**src/rtl/sprite_pkg.sv**
```systemverilog
// Shared definitions for the sprite datapath: default sizes, bus widths,
// the queued-command record layout and the transparent colour key.
package sprite_pkg;

   localparam int DEF_NUM_SPRITES = 8;
   localparam int DEF_IDX_W       = 3;
   localparam int X_W             = 10;
   localparam int Y_W             = 9;

   // RGB332 colour key treated as transparent by the sprite pixel path
   localparam logic [7:0] TRANS = 8'hE3;

   // Field order matches the packed FIFO word: {idx, att, x, y, vis}
   typedef struct packed {
      logic [DEF_IDX_W-1:0] idx;
      logic                 att;
      logic [X_W-1:0]       x;
      logic [Y_W-1:0]       y;
      logic                 vis;
   } sprite_cmd_t;

   function automatic int cmd_width(input int idx_w);
      return idx_w + 1 + X_W + Y_W + 1;
   endfunction

endpackage

```
**src/rtl/sprite_loader_fifo.sv**
```systemverilog
// Synchronous command FIFO with occupancy count; head word is presented
// combinationally on rdata while not empty.
module cmd_fifo #(
   parameter int WIDTH = 8,
   parameter int DEPTH = 4
) (
   input  logic                     clk,
   input  logic                     rst,
   input  logic                     push,
   input  logic                     pop,
   input  logic [WIDTH-1:0]         wdata,
   output logic [WIDTH-1:0]         rdata,
   output logic                     full,
   output logic                     empty,
   output logic [$clog2(DEPTH):0]   count
);

   localparam int AW = $clog2(DEPTH);

   logic [WIDTH-1:0] mem_r [DEPTH];
   logic [AW-1:0]    wr_ptr_r;
   logic [AW-1:0]    rd_ptr_r;
   logic [AW:0]      count_r;
   logic             do_push_s;
   logic             do_pop_s;

   assign empty     = (count_r == (AW+1)'(0));
   assign full      = (count_r == (AW+1)'(DEPTH));
   assign do_pop_s  = pop && !empty;
   // a full FIFO can still take a word when the head leaves in the same cycle
   assign do_push_s = push && (!full || do_pop_s);
   assign rdata     = mem_r[rd_ptr_r];
   assign count     = count_r;

   // pointer and occupancy bookkeeping
   always_ff @(posedge clk) begin
      if (rst) begin
         wr_ptr_r <= AW'(0);
         rd_ptr_r <= AW'(0);
         count_r  <= (AW+1)'(0);
      end else begin
         if (do_push_s) begin
            wr_ptr_r <= wr_ptr_r + AW'(1);
         end
         if (do_pop_s) begin
            rd_ptr_r <= rd_ptr_r + AW'(1);
         end
         case ({do_push_s, do_pop_s})
            2'b10:   count_r <= count_r + (AW+1)'(1);
            2'b01:   count_r <= count_r - (AW+1)'(1);
            default: count_r <= count_r;
         endcase
      end
   end

   // storage array, written at the tail
   always_ff @(posedge clk) begin
      if (do_push_s) begin
         mem_r[wr_ptr_r] <= wdata;
      end
   end

endmodule

```
**src/rtl/sprite_loader.sv**
```systemverilog
// Buffers sprite position/attribute updates and replays them onto the shared
// sprite load bus only while vblank is high, one strobe per three cycles.
module sprite_loader
   import sprite_pkg::*;
#(
   parameter int NUM_SPRITES = DEF_NUM_SPRITES,
   parameter int IDX_W       = DEF_IDX_W,
   parameter int FIFO_DEPTH  = 4
) (
   input  logic                          clk,
   input  logic                          rst,
   input  logic                          cmd_valid,
   output logic                          cmd_ready,
   input  logic [IDX_W-1:0]              cmd_idx,
   input  logic                          cmd_att,
   input  logic [X_W-1:0]                cmd_x,
   input  logic [Y_W-1:0]                cmd_y,
   input  logic                          cmd_vis,
   input  logic                          vblank,
   output logic [NUM_SPRITES-1:0]        load_pos,
   output logic [NUM_SPRITES-1:0]        load_att,
   output logic [X_W-1:0]                x,
   output logic [Y_W-1:0]                y,
   output logic                          visible,
   output logic [$clog2(FIFO_DEPTH):0]   pending,
   output logic                          bad_idx
);

   localparam int CMD_W = cmd_width(IDX_W);

   localparam logic [1:0] ST_IDLE   = 2'd0;
   localparam logic [1:0] ST_STROBE = 2'd1;
   localparam logic [1:0] ST_GAP    = 2'd2;

   logic [1:0]             state_r;
   logic [1:0]             state_nx_s;
   logic [CMD_W-1:0]       head_s;
   logic [CMD_W-1:0]       wdata_s;
   logic                   full_s;
   logic                   empty_s;
   logic                   push_s;
   logic                   pop_s;
   logic [IDX_W-1:0]       head_idx_s;
   logic                   head_att_s;
   logic [X_W-1:0]         head_x_s;
   logic [Y_W-1:0]         head_y_s;
   logic                   head_vis_s;
   logic                   in_range_s;
   logic [NUM_SPRITES-1:0] onehot_s;
   logic [NUM_SPRITES-1:0] load_pos_r;
   logic [NUM_SPRITES-1:0] load_att_r;
   logic [X_W-1:0]         x_r;
   logic [Y_W-1:0]         y_r;
   logic                   visible_r;
   logic                   bad_idx_r;

   assign cmd_ready = !full_s && !rst;
   assign push_s    = cmd_valid && cmd_ready;
   assign wdata_s   = {cmd_idx, cmd_att, cmd_x, cmd_y, cmd_vis};
   assign pop_s     = (state_r == ST_IDLE) && vblank && !empty_s;

   cmd_fifo #(
      .WIDTH (CMD_W),
      .DEPTH (FIFO_DEPTH)
   ) u_fifo (
      .clk   (clk),
      .rst   (rst),
      .push  (push_s),
      .pop   (pop_s),
      .wdata (wdata_s),
      .rdata (head_s),
      .full  (full_s),
      .empty (empty_s),
      .count (pending)
   );

   assign head_idx_s = head_s[CMD_W-1 -: IDX_W];
   assign head_att_s = head_s[X_W+Y_W+1];
   assign head_x_s   = head_s[Y_W+1 +: X_W];
   assign head_y_s   = head_s[1 +: Y_W];
   assign head_vis_s = head_s[0];
   assign in_range_s = (int'(head_idx_s) < NUM_SPRITES);

   // decode head index; out-of-range indices decode to all zeros
   always_comb begin
      onehot_s = '0;
      for (int i = 0; i < NUM_SPRITES; i++) begin
         onehot_s[i] = (int'(head_idx_s) == i);
      end
   end

   // IDLE -> STROBE -> GAP -> IDLE, leaving IDLE only on a pop
   always_comb begin
      state_nx_s = state_r;
      case (state_r)
         ST_IDLE: begin
            if (pop_s) begin
               state_nx_s = ST_STROBE;
            end else begin
               state_nx_s = ST_IDLE;
            end
         end
         ST_STROBE: state_nx_s = ST_GAP;
         ST_GAP:    state_nx_s = ST_IDLE;
         default:   state_nx_s = ST_IDLE;
      endcase
   end

   // state, strobe and shared-bus registers; the bus only moves on a pop
   always_ff @(posedge clk) begin
      if (rst) begin
         state_r    <= ST_IDLE;
         load_pos_r <= '0;
         load_att_r <= '0;
         x_r        <= {X_W{1'b0}};
         y_r        <= {Y_W{1'b0}};
         visible_r  <= 1'b0;
         bad_idx_r  <= 1'b0;
      end else begin
         state_r    <= state_nx_s;
         load_pos_r <= (pop_s && !head_att_s) ? onehot_s : '0;
         load_att_r <= (pop_s &&  head_att_s) ? onehot_s : '0;
         bad_idx_r  <= bad_idx_r || (pop_s && !in_range_s);
         if (pop_s) begin
            x_r       <= head_x_s;
            y_r       <= head_y_s;
            visible_r <= head_vis_s;
         end else begin
            x_r       <= x_r;
            y_r       <= y_r;
            visible_r <= visible_r;
         end
      end
   end

   assign load_pos = load_pos_r;
   assign load_att = load_att_r;
   assign x        = x_r;
   assign y        = y_r;
   assign visible  = visible_r;
   assign bad_idx  = bad_idx_r;

endmodule

```
**config.mk**
```make
export PLATFORM = sky130hd
export DESIGN_NAME = sprite_loader
export DESIGN_NICKNAME = d
export VERILOG_FILES = /design/src/rtl/sprite_pkg.sv /design/src/rtl/sprite_loader_fifo.sv /design/src/rtl/sprite_loader.sv
export SDC_FILE = /design/constraint.sdc
export NUM_CORES = 1
export LEC_CHECK = 0
export CORE_UTILIZATION = 35
export CTS_CLUSTER_SIZE = 8
export DETAILED_ROUTE_END_ITERATION = 10
export SETUP_SLACK_MARGIN = 0.1
export SYNTH_ARGS = -nofsm -noshare
export SYNTH_HDL_FRONTEND = slang
export SYNTH_SLANG_ARGS = --single-unit
```
**constraint.sdc**
```tcl
create_clock -name clk -period 3.1 [get_ports clk]
set_input_delay 0.62 -clock clk [delete_from_list [all_inputs] [get_ports clk]]
set_output_delay 0.62 -clock clk [all_outputs]
set_load 0.005 [all_outputs]
```
==> out/results.ini <==
[status]
status = finished, final reports clean

[pwr]
p_comb_frac = 0.211
power.density_mw_per_mm2 = 785.4
pwr-share-seq = 0.435
switching_power_mw = 1.468
p_leak_nw = 2.152
p_sw_frac = 0.2788
intPower_mw = 3.797
pwr-share-clk = 0.354
ir_drop_mv = 0.5058

[clock_tree]
numCtsBuffers = 17
clock-sinks = 143
cts_setup_buffers = 0
clkLatencyLatePin_ns = 0.41
cts-htree-levels = 4
ctsHoldBuffers = 0
tritoncts = done
post_cts_resized = 0
cts_root_buf = clkbuf_16
path_clk_slew_ns = 0.06
cts_buffer_depth = 2

[routing]
drt_first_pass_iters = 5
num_vias = 2938
drc_errors = 0
ant_nets = 0
via_per_inst = 4.921
routed_wl_mm = 10.24
wl_per_cell_microns = 17.15
dr.first_iter.drc_count = 235

[worst_setup_path]
path_buf_inv = 3
cp-start-kind = input port
path_cells = clkdlybuf4s50_1 -> buf_4 -> nor2_1 -> clkdlybuf4s50_1
rr_worst_depth = 9
reg2reg_from = u_fifo.count[2]
cp_top_family = buffers and inverters
critPathMaxStageDelay_ns = 0.51
timing.rr.end = u_fifo.count[2]
cp_data_required_time_ns = 2.48
path_class = in2out
r2r_setup_slack_ns = 0.77
path_common_cell = clkdlybuf4s50_1
end_kind = primary output
cp_slowest_cell = clkdlybuf4s50_1
arrival_ns = 1.93
path_max_fanout = 15

[sta]
skew_ns = 0.006462
fin_hold_ws_ns = 0.4637
fin_crit_sh = 0.8218
clock.fmax_mhz = 392.5
rsz0062_at_grt = no
hold_viol = 0
slew_viol_final = 0
fin_crit_ns = 2.548
setup_viol = 0
setup_tns_ns = 0

[cells_and_area]
drive_gt1_frac = 0.1840
final_cell_mix = 96 x edfxtp_1, 67 x clkdlybuf4s50_1, 46 x dfxtp_1
diodes = 0
final_nets = 434
area_delta_synth_final_pct = 27.75
nFillCells = 1237
post-route-util = 0.4595
final_common_cell = edfxtp_1

[flow_run]
cap_violations = 0

[min_path]
min_to = state_r[1]
worstHoldStart = state_r[1]
hold_class = reg2reg
whs_path_depth = 1

[grt]
overflow = 0
grt_start_max_net_pins = 26
antenna_found_initial = 0
grt_pass1_vias = 3115
grt.total_usage = 0.1422
grt_pass1_wl_mm = 16.40

[synthesis]
synthesis.nets = 357
synth_area_leaders = edfxtp_1 55%, dfxtp_1 18%, mux4_2 10%
synthDistinctLibCells = 31
ys_warn_count = 0
synth_cells = 323
netlist_area_sq_mm = 0.005248
syn_area_per_cell_sq_um = 16.25
ys_seq_area_frac = 0.7287
ys_ff_latch = 143
yosysTopAreaCell = edfxtp_1
synth_top_area_share = 0.5494

[place]
portBuffers = 67
dp_hpwl_mm = 6.195
place.gp.congestion = 0.7398

[floorplan]
die_h_microns = 124.4
coreArea_sq_mm = 0.01459
ios = 69
rows = 44
die-area_sq_mm = 0.01549
initial_core_util = 0.3597
die_x_microns = 124.4

## routing by layer
| layer | GRT usage | vias up | wire length (microns) |
|---|---|---|---|
| li1 | - | 1385 | - |
| met1 | 0.1637 | 1466 | 4300 |
| met2 | 0.2457 | 79 | 5359 |
| met3 | 0.04296 | 8 | 435 |
| met4 | 0.05811 | 0 | 143 |
| met5 | 0 | - | 0 |
## power by group through the flow
stage / clock network, mW / registers, mW / logic [mW]
3_3_place_gp: 0 / 2.33 / 1.10
5_1_grt: 1.99 / 2.31 / 1.22
2_1_floorplan: 0 / 2.30 / 0.702
3_5_place_dp: 0 / 2.33 / 1.12
4_1_cts: 1.91 / 2.29 / 1.13
6_report: 1.86 / 2.29 / 1.11
## cell families after synthesis
kind of cell             count (synthesis)  share of synthesized area
multiplexers                            25                     0.1052
buffers and inverters                   32                    0.02623
other                                    1                  0.0007146
adder cells (fa/ha/maj)                  6                    0.01574
AO/OA/AOI/OAI                           50                    0.04864
AND/OR/NAND/NOR                         64                    0.07153
flip-flops                             143                     0.7287
XOR/XNOR                                 2                   0.003339
## synthesized netlist by cell type
library cell and instances:
xor2_1 2, conb_1 1, nor3_2 6, mux4_2 24, o21ai_0 22, nand3_1 21
nor3b_1 3, clkinv_1 1, or2_1 1, nor2_1 6, buf_1 1, buf_6 1
or4_1 3, buf_4 2, or3_1 2, nor3_1 13, ha_1 5, nand2b_1 2
mux2_2 1, buf_2 2, and2_1 4, fa_1 1, clkbuf_1 16, inv_1 9
dfxtp_1 47, nand2_1 1, nand4b_1 1, a21oi_1 26, o31ai_1 2, or3b_1 1
edfxtp_1 96
## how the worst max path moves through the flow
stage                       from               to  cells past startpoint
after floorplan           vblank  u_fifo.count[2]                     10
after global placement    vblank  u_fifo.count[2]                      9
after detailed placement  vblank  u_fifo.count[2]                      9
after CTS                    rst        cmd_ready                      4
after global routing         rst        cmd_ready                      4
final                        rst        cmd_ready                      4
## metrics by stage
step	power, mW	worst slack [ns]	cell area, sq um	cells
2_1_floorplan	3.000	0.5133	5248	323
3_3_place_gp	3.435	0.2811	6157	565
3_5_place_dp	3.459	0.2266	6157	565
4_1_cts	5.328	0.5362	6704	597
5_1_grt	5.515	0.4725	6704	597
6_report	5.265	0.5523	6704	597
## registers in the layout, summed over array words and instances (netlist names), named ones only
name,flops
load_att,8
u_fifo.rd_ptr_r,2
state_r,2
u_fifo.mem_r,96
u_fifo.wr_ptr_r,2
u_fifo.count,3
y,9
x,10
visible,1
load_pos,8
## final cells by class
class	instances	area, sq um	share of cell area
flip-flops and latches	143	3825	0.5705
multi-input cells	148	1296	0.1934
repair buffers	80	768.2	0.1146
clock buffers	17	425.4	0.06346
well taps	184	230.2	0.03434
clock inverters	15	121.4	0.01810
inverters	10	37.54	0.005599
(Power assumes the default switching activity.)
